<file path="src/rtl/fumpy_pkg.sv">
// Shared definitions for the result readout path: array size default, word width
// and the transmit scheduler state encoding.
package fumpy_pkg;

  localparam int FUMPY_N = 4;
  localparam int DATA_W  = 32;

  typedef enum logic [2:0] {
    IDLE    = 3'd0,
    RD_REQ  = 3'd1,
    RD_WAIT = 3'd2,
    LOAD    = 3'd3,
    SEND    = 3'd4,
    WAIT_TX = 3'd5,
    NEXT    = 3'd6,
    FIN     = 3'd7
  } tx_state_t;

endpackage

</file>
<file path="src/rtl/word_byte_ser.sv">
// Splits one result word into bytes, most significant byte first; the caller
// decides when to load and when to advance.
module word_byte_ser
  import fumpy_pkg::*;
(
  input  logic              clk,
  input  logic              rst,
  input  logic              load,
  input  logic [DATA_W-1:0] din,
  input  logic              shift,
  output logic [7:0]        byte_out,
  output logic              last_byte
);

  localparam int NBYTES = DATA_W / 8;
  localparam int CW     = (NBYTES > 1) ? $clog2(NBYTES) : 1;

  logic [DATA_W-1:0] r_shReg;
  logic [CW-1:0]     r_byteCnt;

  always_ff @(posedge clk) begin
    if (rst) begin
      r_shReg   <= '0;
      r_byteCnt <= '0;
    end else if (load) begin
      r_shReg   <= din;
      r_byteCnt <= '0;
    end else if (shift) begin
      r_shReg   <= {r_shReg[DATA_W-9:0], 8'h00};
      r_byteCnt <= r_byteCnt + 1'b1;
    end
  end

  assign byte_out  = r_shReg[DATA_W-1 -: 8];
  assign last_byte = (r_byteCnt == CW'(NBYTES - 1));

endmodule

</file>
<file path="src/rtl/result_tx_sched.sv">
// Streams every result bank over the UART, bank-major, one byte per handshake.
// Define RESULT_TX_CKSUM_EN to append an XOR checksum byte after the data.
module result_tx_sched
  import fumpy_pkg::*;
#(
  parameter int N    = FUMPY_N,
  parameter int C_AW = 8
) (
  input  logic                     clk,
  input  logic                     rst,
  input  logic                     start,
  input  logic [7:0]               seg_length,
  output logic [C_AW-1:0]          ram_c_addr,
  output logic [N*N-1:0]           ram_c_rden_all,
  input  logic [N*N*DATA_W-1:0]    ram_c_data,
  output logic [7:0]               uart_tx_data,
  output logic                     uart_send_data,
  input  logic                     uart_tx_done,
  output logic                     busy,
  output logic                     done
);

  localparam int NB = N * N;
  localparam int BW = (NB > 1) ? $clog2(NB) : 1;
  localparam logic [BW-1:0] LAST_BANK = BW'(NB - 1);

  tx_state_t         r_state;
  logic [7:0]        r_len;
  logic [7:0]        r_addr;
  logic [BW-1:0]     r_bank;
  logic              r_done;
  logic              r_busy;

  logic              w_load;
  logic              w_shift;
  logic              w_lastByte;
  logic [7:0]        w_byte;
  logic [7:0]        w_txByte;
  logic [DATA_W-1:0] w_word;

`ifdef RESULT_TX_CKSUM_EN
  logic [7:0]        r_cksum;
  logic              r_ckPhase;
`endif

  always_comb begin
    w_word = '0;
    for (int k = 0; k < NB; k++) begin
      if (r_bank == BW'(k)) w_word = ram_c_data[k*DATA_W +: DATA_W];
    end
  end

  assign w_load  = (r_state == LOAD);
  assign w_shift = (r_state == WAIT_TX) && uart_tx_done && !w_lastByte;

  word_byte_ser u_ser (
    .clk       (clk),
    .rst       (rst),
    .load      (w_load),
    .din       (w_word),
    .shift     (w_shift),
    .byte_out  (w_byte),
    .last_byte (w_lastByte)
  );

`ifdef RESULT_TX_CKSUM_EN
  assign w_txByte = r_ckPhase ? r_cksum : w_byte;
`else
  assign w_txByte = w_byte;
`endif

  always_ff @(posedge clk) begin
    if (rst) begin
      r_state <= IDLE;
      r_len   <= '0;
      r_addr  <= '0;
      r_bank  <= '0;
      r_done  <= 1'b0;
      r_busy  <= 1'b0;
`ifdef RESULT_TX_CKSUM_EN
      r_cksum   <= '0;
      r_ckPhase <= 1'b0;
`endif
    end else begin
      r_done <= 1'b0;
      case (r_state)
        IDLE: begin
          if (start) begin
            r_busy <= 1'b1;
            r_len  <= seg_length;
            r_addr <= '0;
            r_bank <= '0;
`ifdef RESULT_TX_CKSUM_EN
            r_cksum   <= '0;
            r_ckPhase <= (seg_length == 8'd0);
            r_state   <= (seg_length == 8'd0) ? SEND : RD_REQ;
`else
            r_state   <= (seg_length == 8'd0) ? FIN : RD_REQ;
`endif
          end
        end
        RD_REQ:  r_state <= RD_WAIT;
        RD_WAIT: r_state <= LOAD;
        LOAD:    r_state <= SEND;
        SEND:    r_state <= WAIT_TX;
        WAIT_TX: begin
          if (uart_tx_done) begin
`ifdef RESULT_TX_CKSUM_EN
            if (r_ckPhase) begin
              r_state <= FIN;
            end else begin
              r_cksum <= r_cksum ^ w_byte;
              r_state <= w_lastByte ? NEXT : SEND;
            end
`else
            r_state <= w_lastByte ? NEXT : SEND;
`endif
          end
        end
        NEXT: begin
          // Length is at least one here; a zero length never leaves IDLE for RD_REQ.
          if (r_addr == r_len - 8'd1) begin
            r_addr <= '0;
            if (r_bank == LAST_BANK) begin
`ifdef RESULT_TX_CKSUM_EN
              r_ckPhase <= 1'b1;
              r_state   <= SEND;
`else
              r_state   <= FIN;
`endif
            end else begin
              r_bank  <= r_bank + 1'b1;
              r_state <= RD_REQ;
            end
          end else begin
            r_addr  <= r_addr + 8'd1;
            r_state <= RD_REQ;
          end
        end
        FIN: begin
          r_done  <= 1'b1;
          r_busy  <= 1'b0;
          r_state <= IDLE;
        end
        default: r_state <= IDLE;
      endcase
    end
  end

  always_comb begin
    ram_c_rden_all = '0;
    if (r_state == RD_REQ) ram_c_rden_all[r_bank] = 1'b1;
  end

  assign ram_c_addr     = C_AW'(r_addr);
  assign uart_send_data = (r_state == SEND);
  assign uart_tx_data   = ((r_state == SEND) || (r_state == WAIT_TX)) ? w_txByte : 8'h00;
  assign busy           = r_busy;
  assign done           = r_done;

endmodule

</file>
<file path="config.mk">
export PLATFORM = sky130hd
export DESIGN_NAME = result_tx_sched
export DESIGN_NICKNAME = d
export VERILOG_FILES = /design/src/rtl/fumpy_pkg.sv /design/src/rtl/word_byte_ser.sv /design/src/rtl/result_tx_sched.sv
export SDC_FILE = /design/constraint.sdc
export NUM_CORES = 1
export LEC_CHECK = 0
export BUFFER_PORTS_ARGS = -buffer_cell sky130_fd_sc_hd__buf_2
export CAP_MARGIN = 20
export CORE_AREA = 2 2 215 217
export DETAILED_ROUTE_END_ITERATION = 8
export DIE_AREA = 0 0 217 219
export PLACE_DENSITY = 0.42
export SLEW_MARGIN = 25
export SYNTH_ARGS = -nofsm -noshare
export SYNTH_HDL_FRONTEND = slang
export SYNTH_SLANG_ARGS = --single-unit
export TNS_END_PERCENT = 10
</file>
<file path="constraint.sdc">
create_clock -name clk -period 5.9 [get_ports clk]
set_input_delay 0.59 -clock clk [delete_from_list [all_inputs] [get_ports clk]]
set_output_delay 0.59 -clock clk [all_outputs]
set_load 0.02 [all_outputs]
</file>
==> metrics.cfg, run 1 <==
[run_status]
status=finished, final reports clean

[floorplanning]
start_util_pct=16.3
floorplan.rows=78
core-area_mm2=0.0451
fp.dieH_um=219
die_width_um=217
floorplan_die_area_mm2=0.0475
design.portCount=559

[setup_path]
startpoint_types=flip-flop
required_ps=6180
critical_path_depth=11
timing_worst_setup_path_type=reg -> reg
crit_family=compound AO/OA/AOI/OAI gates
r2r-end=u_ser.r_shReg[25]
cp-end-kind=flip-flop
critPathMaxFanout=34
reg2regPathDepth=11
cp_slowest_cell=sky130_fd_sc_hd__nor2b_4
cp-endpoint=u_ser.r_shReg[25]
crit_top_cell=sky130_fd_sc_hd__buf_4
rr_startpoint=r_bank[0]
critical-path-max-stage-delay_ps=800
cp_data_arrival_time_ps=4140
critical_path.cell_chain=inv_1 -> ha_2 -> buf_4 -> nor2b_4 -> buf_4 -> a221oi_1 -> nor3_1 -> a211oi_1 -> o31ai_1 -> a21oi_1 -> o2bb2ai_1
worst_setup_path_startpoint=r_bank[0]
worst-r2r-setup-slack_ps=2040
timing.critical_path.buf_inv=3

[sta]
tightestPinTransition_ps=1030
grt_setup_unrepaired=no
hold_viol_final=0
achievable-frequency_ghz=0.259
finalCriticalPeriod_ps=3860
timing.setup.tns_ps=0
setup_violations=0
finClkSkew_ps=8.32
slew_headroom_pct=31.0
finalMaxSlewViolations=0
fin_crit_sh_pct=65.5

[layout]
area_added_between_synthesis_and_finish_pct=50.0
final_cell_mix=sky130_fd_sc_hd__buf_2, sky130_fd_sc_hd__nand2_1, sky130_fd_sc_hd__nor2_1
layout_commonest_cell=sky130_fd_sc_hd__buf_2
finalInstanceArea_mm2=0.0110
post_route_cells_drive_above_1_share_pct=39.2
design.final.nets=2105

[global_routing]
grt_overflow_total=0
first_pass_grt_wire_length_um=80700
antenna_found_initial=17
largest_net_degree_at_the_start_of_global_routing=92
first_global_vias=11600
grtUsageTotal_pct=23.4

[synth]
number_of_synthesized_flops_with_an_enable_pin=0
synth_async_sr_flop_share_pct=0
seq_area_frac_synth_pct=16.1
number_of_synthesized_register_bits=59
post_synth_num_cell_types=63
ys.warnings.count=0
postSynth.topFlopCell=sky130_fd_sc_hd__dfxtp_1
postSynthCellCount=1108
syn-cell-area_mm2=0.00734
synth_net_count=1639
synth_area_per_cell_um2=6.63

[detailed_routing]
via_per_inst=5.27
routed_wire_length_per_instance_um=26.4
vias=11600
final_antenna_net_count=0
first_iter_violations=1004
drt_first_pass_iters=5
route.final.wire_length_um=57900
drcViolationCount=0

[cts]
numCtsBuffers=9
clk_lat_worst_skew_ps=350
tritoncts=built
number_of_buffers_between_clock_root_and_the_deepest_sink=2
cts-resized-gates=0
htreeDepth=3
clk_pin_slew_worst_paths_ps=60
clk_root_buffer_cell=sky130_fd_sc_hd__clkbuf_16
post_cts_hold_buffer_count=0
cts.repair_timing.setup_buffer_count=0
cts_sink_cnt=59

[placed_design]
portBuffers=558
total_half_perimeter_wirelength_after_legalization_and_detailed_placement_um=46800
routabilityCongestion=0.904
post_dp_cell_area_mm2=0.0106

[power_and_ir_drop]
total_leakage_power_nw=4.47
power_density_mw_per_mm2=169
max-vdd-ir-drop_mv=0.144

[hold_path]
hold_path.class=reg -> reg

[flow_run]
max_cap_viol_count=0

## metal layers
metal	share of wire (%)	track usage [%]	wire (um)
met5	0.022	0	13
met3	6.0	4.01	3480
met4	2.3	5.82	1310
met1	42	28.4	24200
met2	50	42.4	28900
## where the power goes
part           internal (W)  switching (W)  total [W]
combinational      0.000308       0.000364   0.000672
clock              0.000416       0.000226   0.000641
sequential         0.000466      0.0000812   0.000547
## worst min-delay path, stage by stage, from the launching register on
cell and delay, ps:
sky130_fd_sc_hd__dfxtp_1 310, sky130_fd_sc_hd__nand2_1 50, sky130_fd_sc_hd__a21oi_1 50
## area by class of cell
class                      instances  area, um^2
fill                            5166       34100
antenna                           15        37.5
multi-input combinational        912        5700
sequential                        59        1180
tap                              600         751
timing repair buffer             578        2940
inverter                          14        52.6
clock buffer                       9         225
clock inverter                     7         124
## stage by stage
stage	util, %	worst slack [ps]	instances	power (W)	hold WS, ps
5_1_grt	24.4	1770	2188	0.00197	488
2_1_floorplan	-	3300	1108	0.000868	440
6_report	24.4	2040	2194	0.00186	466
3_5_place_dp	23.6	2090	2163	0.00123	458
4_1_cts	24.4	2070	2179	0.00189	466
3_3_place_gp	23.6	2220	2163	0.00123	449
## synth_stat cells, types with 26 or more instances
cell type                  number  area [um^2]
sky130_fd_sc_hd__nand2_1      121          454
sky130_fd_sc_hd__clkbuf_1     110          413
sky130_fd_sc_hd__nor2_1       108          405
sky130_fd_sc_hd__a21oi_1       89          445
sky130_fd_sc_hd__o21ai_0       76          380
sky130_fd_sc_hd__o22ai_1       74          463
sky130_fd_sc_hd__dfxtp_1       59         1180
sky130_fd_sc_hd__a221oi_1      41          359
sky130_fd_sc_hd__a22oi_1       37          278
sky130_fd_sc_hd__nor3_1        34          170
sky130_fd_sc_hd__a221o_1       30          300
sky130_fd_sc_hd__a31oi_1       28          175
sky130_fd_sc_hd__a211oi_1      27          203
sky130_fd_sc_hd__o31ai_1       26          195
## sequential cells by signal (all words and copies together) (netlist names)
register / flops
r_bank: 4
u_ser.r_shReg: 32
r_state: 3
r_len: 8
done: 1
ram_c_addr: 8
u_ser.r_byteCnt: 2
busy: 1
## worst min path at each step
| stage | to | startpoint | cells past startpoint |
|---|---|---|---|
| detailed placement | u_ser.r_byteCnt[1] | u_ser.r_byteCnt[1] | 2 |
| finish | u_ser.r_byteCnt[1] | u_ser.r_byteCnt[1] | 2 |
| global placement | u_ser.r_byteCnt[1] | u_ser.r_byteCnt[1] | 2 |
| global route | u_ser.r_byteCnt[1] | u_ser.r_byteCnt[1] | 2 |
| floorplan | u_ser.r_byteCnt[1] | u_ser.r_byteCnt[1] | 2 |
| CTS | u_ser.r_byteCnt[1] | u_ser.r_byteCnt[1] | 2 |
## cell families (layout without fill, tap and decap cells)
group / Yosys count / count (layout) / synth area share, %
adders and majority gates: 7 / 7 / 1.19
buffers and inverters: 137 / 608 / 7.14
xor gates and xnor gates: 13 / 13 / 1.55
other: 0 / 15 / 0
DFF: 59 / 59 / 16.1
AOI/OAI and AO/OA: 557 / 557 / 53.3
muxes: 5 / 5 / 0.681
and+or+nand+nor: 330 / 330 / 20.1
No activity file was read; power rests on OpenSTA's default activity.
==> run 2: changes to the inputs <==
--- a/config.mk
+++ b/config.mk
@@ -5,12 +5,13 @@
 export SDC_FILE = /design/constraint.sdc
 export NUM_CORES = 1
 export LEC_CHECK = 0
+export ABC_AREA = 1
 export BUFFER_PORTS_ARGS = -buffer_cell sky130_fd_sc_hd__buf_2
 export CAP_MARGIN = 20
-export CORE_AREA = 2 2 215 217
+export CORE_AREA = 2 2 217 219
 export DETAILED_ROUTE_END_ITERATION = 8
-export DIE_AREA = 0 0 217 219
-export PLACE_DENSITY = 0.42
+export DIE_AREA = 0 0 219 221
+export PLACE_DENSITY = 0.43
 export SLEW_MARGIN = 25
 export SYNTH_ARGS = -nofsm -noshare
 export SYNTH_HDL_FRONTEND = slang
==> constraint.sdc (replaced) <==
create_clock -name clk -period 3.6 [get_ports clk]
set_input_delay 0.36 -clock clk [delete_from_list [all_inputs] [get_ports clk]]
set_output_delay 0.36 -clock clk [all_outputs]
set_load 0.02 [all_outputs]
==> run 2 against run 1 <==
Clock skew increased by 3.2 ps. Synthesized area increased by 12%. Die area increased by 1.8%. Critical path depth increased by 8. Cell count increased by 27%. Largest power group unchanged.
==> metrics.cfg, run 2 <==
[synth]
synth_simple_gate_area_share_pct=62.0
postSynthCellCount=1651
ys_top_cells_by_area=sky130_fd_sc_hd__nand2_1, sky130_fd_sc_hd__dfxtp_1, sky130_fd_sc_hd__nor2_1, sky130_fd_sc_hd__nand3_1, sky130_fd_sc_hd__a21oi_1
synth_xor_xnor_area_share_pct=1.38
synth_area_per_cell_um2=4.99
number_of_synthesized_register_bits=59
seq_area_frac_synth_pct=14.3
dominant_combinational_cell_family_by_area_after_synthesis=simple AND/OR/NAND/NOR gates
synth_net_count=2182
synth.cells.most_frequent=sky130_fd_sc_hd__nand2_1, sky130_fd_sc_hd__nor2_1, sky130_fd_sc_hd__nand3_1
synth_compound_area_share_pct=11.0
synth_async_sr_flop_share_pct=0
syn-cell-area_mm2=0.00824
synth.top_cell.area_share_pct=29.0
number_of_synthesized_flops_with_an_enable_pin=0
ys.warnings.count=0
synth.mux.area_fraction_pct=0
post_synth_num_cell_types=35
biggest_area_consumer_among_synthesized_cells=sky130_fd_sc_hd__nand2_1
cell_with_the_most_instances_after_synthesis=sky130_fd_sc_hd__nand2_1
postSynth.topFlopCell=sky130_fd_sc_hd__dfxtp_1
yosys.area_share.adder_pct=1.06

[cts]
post_cts_hold_buffer_count=0
numCtsBuffers=9
clk_root_buffer_cell=sky130_fd_sc_hd__clkbuf_16
clk_pin_slew_worst_paths_ps=60
cts_sink_cnt=59
clk_lat_worst_skew_ps=340
htreeDepth=3
number_of_buffers_between_clock_root_and_the_deepest_sink=2
cts-resized-gates=0
cts.repair_timing.setup_buffer_count=0
tritoncts=built

[floorplanning]
design.portCount=559
floorplan.rows=79
core-area_mm2=0.0461
floorplan_die_area_mm2=0.0484
start_util_pct=17.9
die_width_um=219
fp.dieH_um=221

[detailed_routing]
first_iter_violations=899
drcViolationCount=0
via_per_inst=4.54
routed_wire_length_per_instance_um=20.5
vias=12700
route.final.wire_length_um=57200
drt_first_pass_iters=5
final_antenna_net_count=0

[global_routing]
first_global_vias=12800
grt_overflow_total=0
antenna_found_initial=22
grtUsageTotal_pct=22.5
largest_net_degree_at_the_start_of_global_routing=64
first_pass_grt_wire_length_um=80700

[sta]
timing.setup.tns_ps=0
finClkSkew_ps=11.5
finalMaxSlewViolations=0
achievable-frequency_ghz=0.322
hold_viol_final=0
fin_worst_hold_slack_ps=327
fin_crit_sh_pct=86.4
slew_headroom_pct=44.7
grt_setup_unrepaired=no
tightestPinTransition_ps=828
setup_violations=0
finalCriticalPeriod_ps=3110

[setup_path]
crit_family=simple AND/OR/NAND/NOR gates
critical_path.cell_chain=inv_1 -> ha_1 -> nand2_2 -> buf_4 -> nand3_1 -> o211ai_1 -> nand2_1 -> nand2_1 -> nand3_1 -> nand3_1 -> nand3_1 -> nand2_1 -> nand2_1 -> nand2_1 -> nand3_1 -> nand2_1 -> nand2_1 -> nand2_1 -> a21oi_1
startpoint_types=flip-flop
critical-path-max-stage-delay_ps=450
reg2regPathDepth=19
critPathMaxFanout=26
timing.critical_path.buf_inv=2
cp-end-kind=flip-flop
crit_top_cell=sky130_fd_sc_hd__nand2_1
cp_data_arrival_time_ps=3310
critical_path_depth=19
worst_setup_path_startpoint=r_bank[0]
rr_startpoint=r_bank[0]
required_ps=3800
timing_worst_setup_path_type=reg -> reg
cp_slowest_cell=sky130_fd_sc_hd__nand2_2

[layout]
final_cell_mix=sky130_fd_sc_hd__nand2_1, sky130_fd_sc_hd__buf_2, sky130_fd_sc_hd__nor2_1
design.final.nets=2691
post_route_cells_drive_above_1_share_pct=32.0
largest-register=u_ser.r_shReg
finalInstanceArea_mm2=0.0120
largest_register_ff_count=32
layout_commonest_cell=sky130_fd_sc_hd__nand2_1
post_layout_nonfiller_instances=2787
filler_cell_count=5531
area_added_between_synthesis_and_finish_pct=45.9

[flow_run]
max_cap_viol_count=0

[hold_path]
worstHoldStart=seg_length[6]
hold-path-cell-count=3
hold_path.class=in -> reg

[run_status]
status=finished, final reports clean

[placed_design]
routabilityCongestion=0.921
total_half_perimeter_wirelength_after_legalization_and_detailed_placement_um=47700
post_dp_cell_area_mm2=0.0117
numPlacedInstances=2756
portBuffers=558

[power_and_ir_drop]
total_leakage_power_nw=6.45
power_density_mw_per_mm2=343
max-vdd-ir-drop_mv=0.186
fin_total_pwr_w=0.00413

## run 2: cell type report
| type | instances | area [um^2] | area share [%] |
|---|---|---|---|
| antenna | 15 | 37.5 | 0.312 |
| timing repair buffer | 597 | 3140 | 26.1 |
| inverter | 103 | 387 | 3.21 |
| multi-input combinational | 1390 | 6250 | 52.0 |
| clock inverter | 6 | 41.3 | 0.343 |
| clock buffer | 10 | 239 | 1.99 |
| tap | 607 | 759 | 6.31 |
| sequential | 59 | 1180 | 9.82 |
## run 2: routing by layer
metal	part of all wire (%)	global-route usage (%)	vias up
met1	41	26.9	5738
met4	3.5	8.85	8
met5	0.093	0	-
li1	-	-	6260
met3	7.4	4.36	85
met2	48	39.2	566
## run 2: worst paths after layout
| path | to | slack [ps] |
|---|---|---|
| hold / removal | r_len[6] | 330 |
| setup reg to reg | u_ser.r_shReg[2] | 490 |
| hold reg to reg | busy | 460 |
| setup / recovery | u_ser.r_shReg[2] | 490 |
## run 2: tightest hold or removal path, stage by stage
cell,delay [ps]
sky130_fd_sc_hd__buf_2,120
sky130_fd_sc_hd__nand3_1,70
sky130_fd_sc_hd__a21oi_1,60
## run 2: per-stage QoR
stage,util [%],setup slack (ps)
final,26.1,491
after detailed placement,25.4,562
after CTS,26.0,538
after global routing,26.1,250
after floorplan,-,1490
after global placement,25.4,592
## run 2: cells by family after synthesis
kind of cell	count (synthesis)
AND/OR/NAND/NOR	1197
buffers and inverters	202
AO/OA/AOI/OAI	173
flip-flops	59
XOR/XNOR	13
adder cells (fa/ha/maj)	7
## run 2: where the power goes
group | internal, W | switching, W | total (W)
Combinational | 0.000869 | 0.00164 | 0.00251
Sequential | 0.000722 | 0.0000515 | 0.000774
Clock | 0.000484 | 0.000363 | 0.000847
Total | 0.00207 | 0.00205 | 0.00413
==> run 3: changes to the inputs <==
--- a/config.mk
+++ b/config.mk
@@ -5,13 +5,13 @@
 export SDC_FILE = /design/constraint.sdc
 export NUM_CORES = 1
 export LEC_CHECK = 0
-export ABC_AREA = 1
+export ABC_AREA = 0
 export BUFFER_PORTS_ARGS = -buffer_cell sky130_fd_sc_hd__buf_2
 export CAP_MARGIN = 20
-export CORE_AREA = 2 2 217 219
+export CORE_AREA = 2 2 216 218
 export DETAILED_ROUTE_END_ITERATION = 8
-export DIE_AREA = 0 0 219 221
-export PLACE_DENSITY = 0.43
+export DIE_AREA = 0 0 218 220
+export PLACE_DENSITY_LB_ADDON = 0.25
 export SLEW_MARGIN = 25
 export SYNTH_ARGS = -nofsm -noshare
 export SYNTH_HDL_FRONTEND = slang
==> run 3 against run 2 <==
First-iteration DRC count rose by 6.0%. Setup slack got worse by 65 ps. Die area fell by 0.91%. Largest power group unchanged. Global-route usage rose by 0.40 points. Via count fell by 8.2%. Highest routed layer unchanged. Worst hold slack got worse by 69 ps.
==> metrics.cfg, run 3 (synthesized netlist as in run 1, its figures left out) <==
[setup_path]
critical-path-max-stage-delay_ps=750
startpoint_types=flip-flop
cp_data_arrival_time_ps=3440
required_ps=3870
cp-end-kind=flip-flop
cp_slowest_cell=sky130_fd_sc_hd__nor2b_4
timing_worst_setup_path_type=reg -> reg
crit_family=compound AO/OA/AOI/OAI gates
timing.critical_path.buf_inv=2
critical_path.cell_chain=inv_1 -> ha_2 -> nor2b_4 -> buf_4 -> a221oi_1 -> o31ai_1 -> nand3_1 -> a21oi_1 -> o221ai_1 -> a211oi_1
critPathMaxFanout=25

[global_routing]
first_global_vias=11700
antenna_found_initial=16
first_pass_grt_wire_length_um=79500
grtUsageTotal_pct=22.9
grt_overflow_total=0
largest_net_degree_at_the_start_of_global_routing=68

[layout]
largest_register_ff_count=32
area_of_the_multi_input_gates_mm2=0.00570
design.final.nets=2128
layout.area.seq_mm2=0.00119
post_layout_nonfiller_instances=2221
post_route_cells_drive_above_1_share_pct=40.0
area_added_between_synthesis_and_finish_pct=52.7
largest-register=u_ser.r_shReg
final_cell_mix=sky130_fd_sc_hd__buf_2, sky130_fd_sc_hd__nand2_1, sky130_fd_sc_hd__nor2_1
layout_commonest_cell=sky130_fd_sc_hd__buf_2
filler_cell_count=5285

[floorplanning]
core-area_mm2=0.0459
design.portCount=559
floorplan_die_area_mm2=0.0480
fp.dieH_um=220
die_width_um=218
start_util_pct=16.0
floorplan.rows=79

[detailed_routing]
routed_wire_length_per_instance_um=26.0
route.final.wire_length_um=57700
final_antenna_net_count=0
via_per_inst=5.23
vias=11600
drcViolationCount=0
drt_first_pass_iters=5
first_iter_violations=953

[placed_design]
portBuffers=558
numPlacedInstances=2193
total_half_perimeter_wirelength_after_legalization_and_detailed_placement_um=47500
routabilityCongestion=0.929

[cts]
cts.repair_timing.setup_buffer_count=0
numCtsBuffers=9
cts_sink_cnt=59
clk_pin_slew_worst_paths_ps=60
post_cts_hold_buffer_count=0
cts-resized-gates=0
tritoncts=built
clk_root_buffer_cell=sky130_fd_sc_hd__clkbuf_16
number_of_buffers_between_clock_root_and_the_deepest_sink=2
clk_lat_worst_skew_ps=350
htreeDepth=3

[sta]
setup_violations=0
finClkSkew_ps=8.41
hold_viol_final=0
timing.setup.tns_ps=0
slew_headroom_pct=39.8
tightestPinTransition_ps=903
finalCriticalPeriod_ps=3170
achievable-frequency_ghz=0.315
fin_crit_sh_pct=88.2
finalMaxSlewViolations=0
grt_setup_unrepaired=no
fin_worst_hold_slack_ps=258

[power_and_ir_drop]
netSwitchingPower_w=0.00109
p_int_w=0.00188
netSwitchingFraction_pct=36.6
max-vdd-ir-drop_mv=0.205
total_leakage_power_nw=4.59
clockPowerShare_pct=33.2
seq_power_share_pct=30.1
logic_pwr_share_pct=36.6
power_density_mw_per_mm2=264

[hold_path]
hold_path.class=in -> reg

[run_status]
status=finished, final reports clean

[flow_run]
max_cap_viol_count=0

-- run 3: cell types whose count changed in the layout (fill, tap and decap cells not counted), sizes merged, moves of 25 or more --
| cell | previous run | this run |
|---|---|---|
| nand2 | 640 | 122 |
| nor2 | 265 | 108 |
| nand3 | 151 | 10 |
| inv | 101 | 15 |
| o22ai | 0 | 74 |
| or2 | 74 | 0 |
| a221oi | 0 | 41 |
| a22oi | 1 | 37 |
| a221o | 0 | 30 |
| a31oi | 0 | 28 |
| nand4 | 28 | 3 |
-- run 3: worst paths after layout --
| check | from | endpoint | slack, ps | cells past startpoint |
|---|---|---|---|---|
| hold reg to reg | r_len[7] | r_len[7] | 480 | 2 |
| hold / removal | seg_length[1] | r_len[1] | 260 | 3 |
| setup / recovery | r_bank[1] | u_ser.r_shReg[6] | 430 | 10 |
| setup reg to reg | r_bank[1] | u_ser.r_shReg[6] | 430 | 10 |
-- run 3: power by group through the flow --
| stage | registers, W | logic (W) | clock network, W |
|---|---|---|---|
| 6_report | 0.000894 | 0.00109 | 0.000985 |
| 3_5_place_dp | 0.000906 | 0.00110 | 0 |
| 5_1_grt | 0.000909 | 0.00120 | 0.00102 |
| 2_1_floorplan | 0.000830 | 0.000593 | 0 |
| 3_3_place_gp | 0.000907 | 0.00109 | 0 |
| 4_1_cts | 0.000893 | 0.00110 | 0.000998 |
-- run 3: stage by stage --
| step | instance area [um^2] | utilization [%] | total power, W | setup slack (ps) |
|---|---|---|---|---|
| finish | 11200 | 24.5 | 0.00297 | 426 |
| global route | 11200 | 24.4 | 0.00313 | 231 |
| CTS | 11200 | 24.4 | 0.00299 | 450 |
| detailed placement | 10900 | 23.7 | 0.00200 | 462 |
| global placement | 10900 | 23.7 | 0.00200 | 536 |
| floorplan | 7340 | - | 0.00142 | 1230 |
-- run 3: final cells by class --
cell class,instances,area share [%]
clock inverters,7,0.893
inverters,14,0.469
diodes,12,0.268
well taps,607,6.77
flip-flops and latches,59,10.6
multi-input cells,912,50.8
repair buffers,601,28.2
clock buffers,9,2.01
-- run 3: metal layers --
metal | vias to the layer above | wire length (um) | share of wire (%) | global-route usage (%)
li1 | 5364 | - | - | -
met1 | 5600 | 23000 | 40 | 26.6
met2 | 568 | 28900 | 50 | 41.5
met3 | 83 | 4260 | 7.4 | 5.34
met4 | 6 | 1560 | 2.7 | 6.71
met5 | - | 38 | 0.066 | 0
-- run 3: worst min-delay path, delay by kind of cell --
kind                   cells  cell delay (ps)
AO/OA/AOI/OAI              1               50
buffers and inverters      1              100
AND/OR/NAND/NOR            1               50
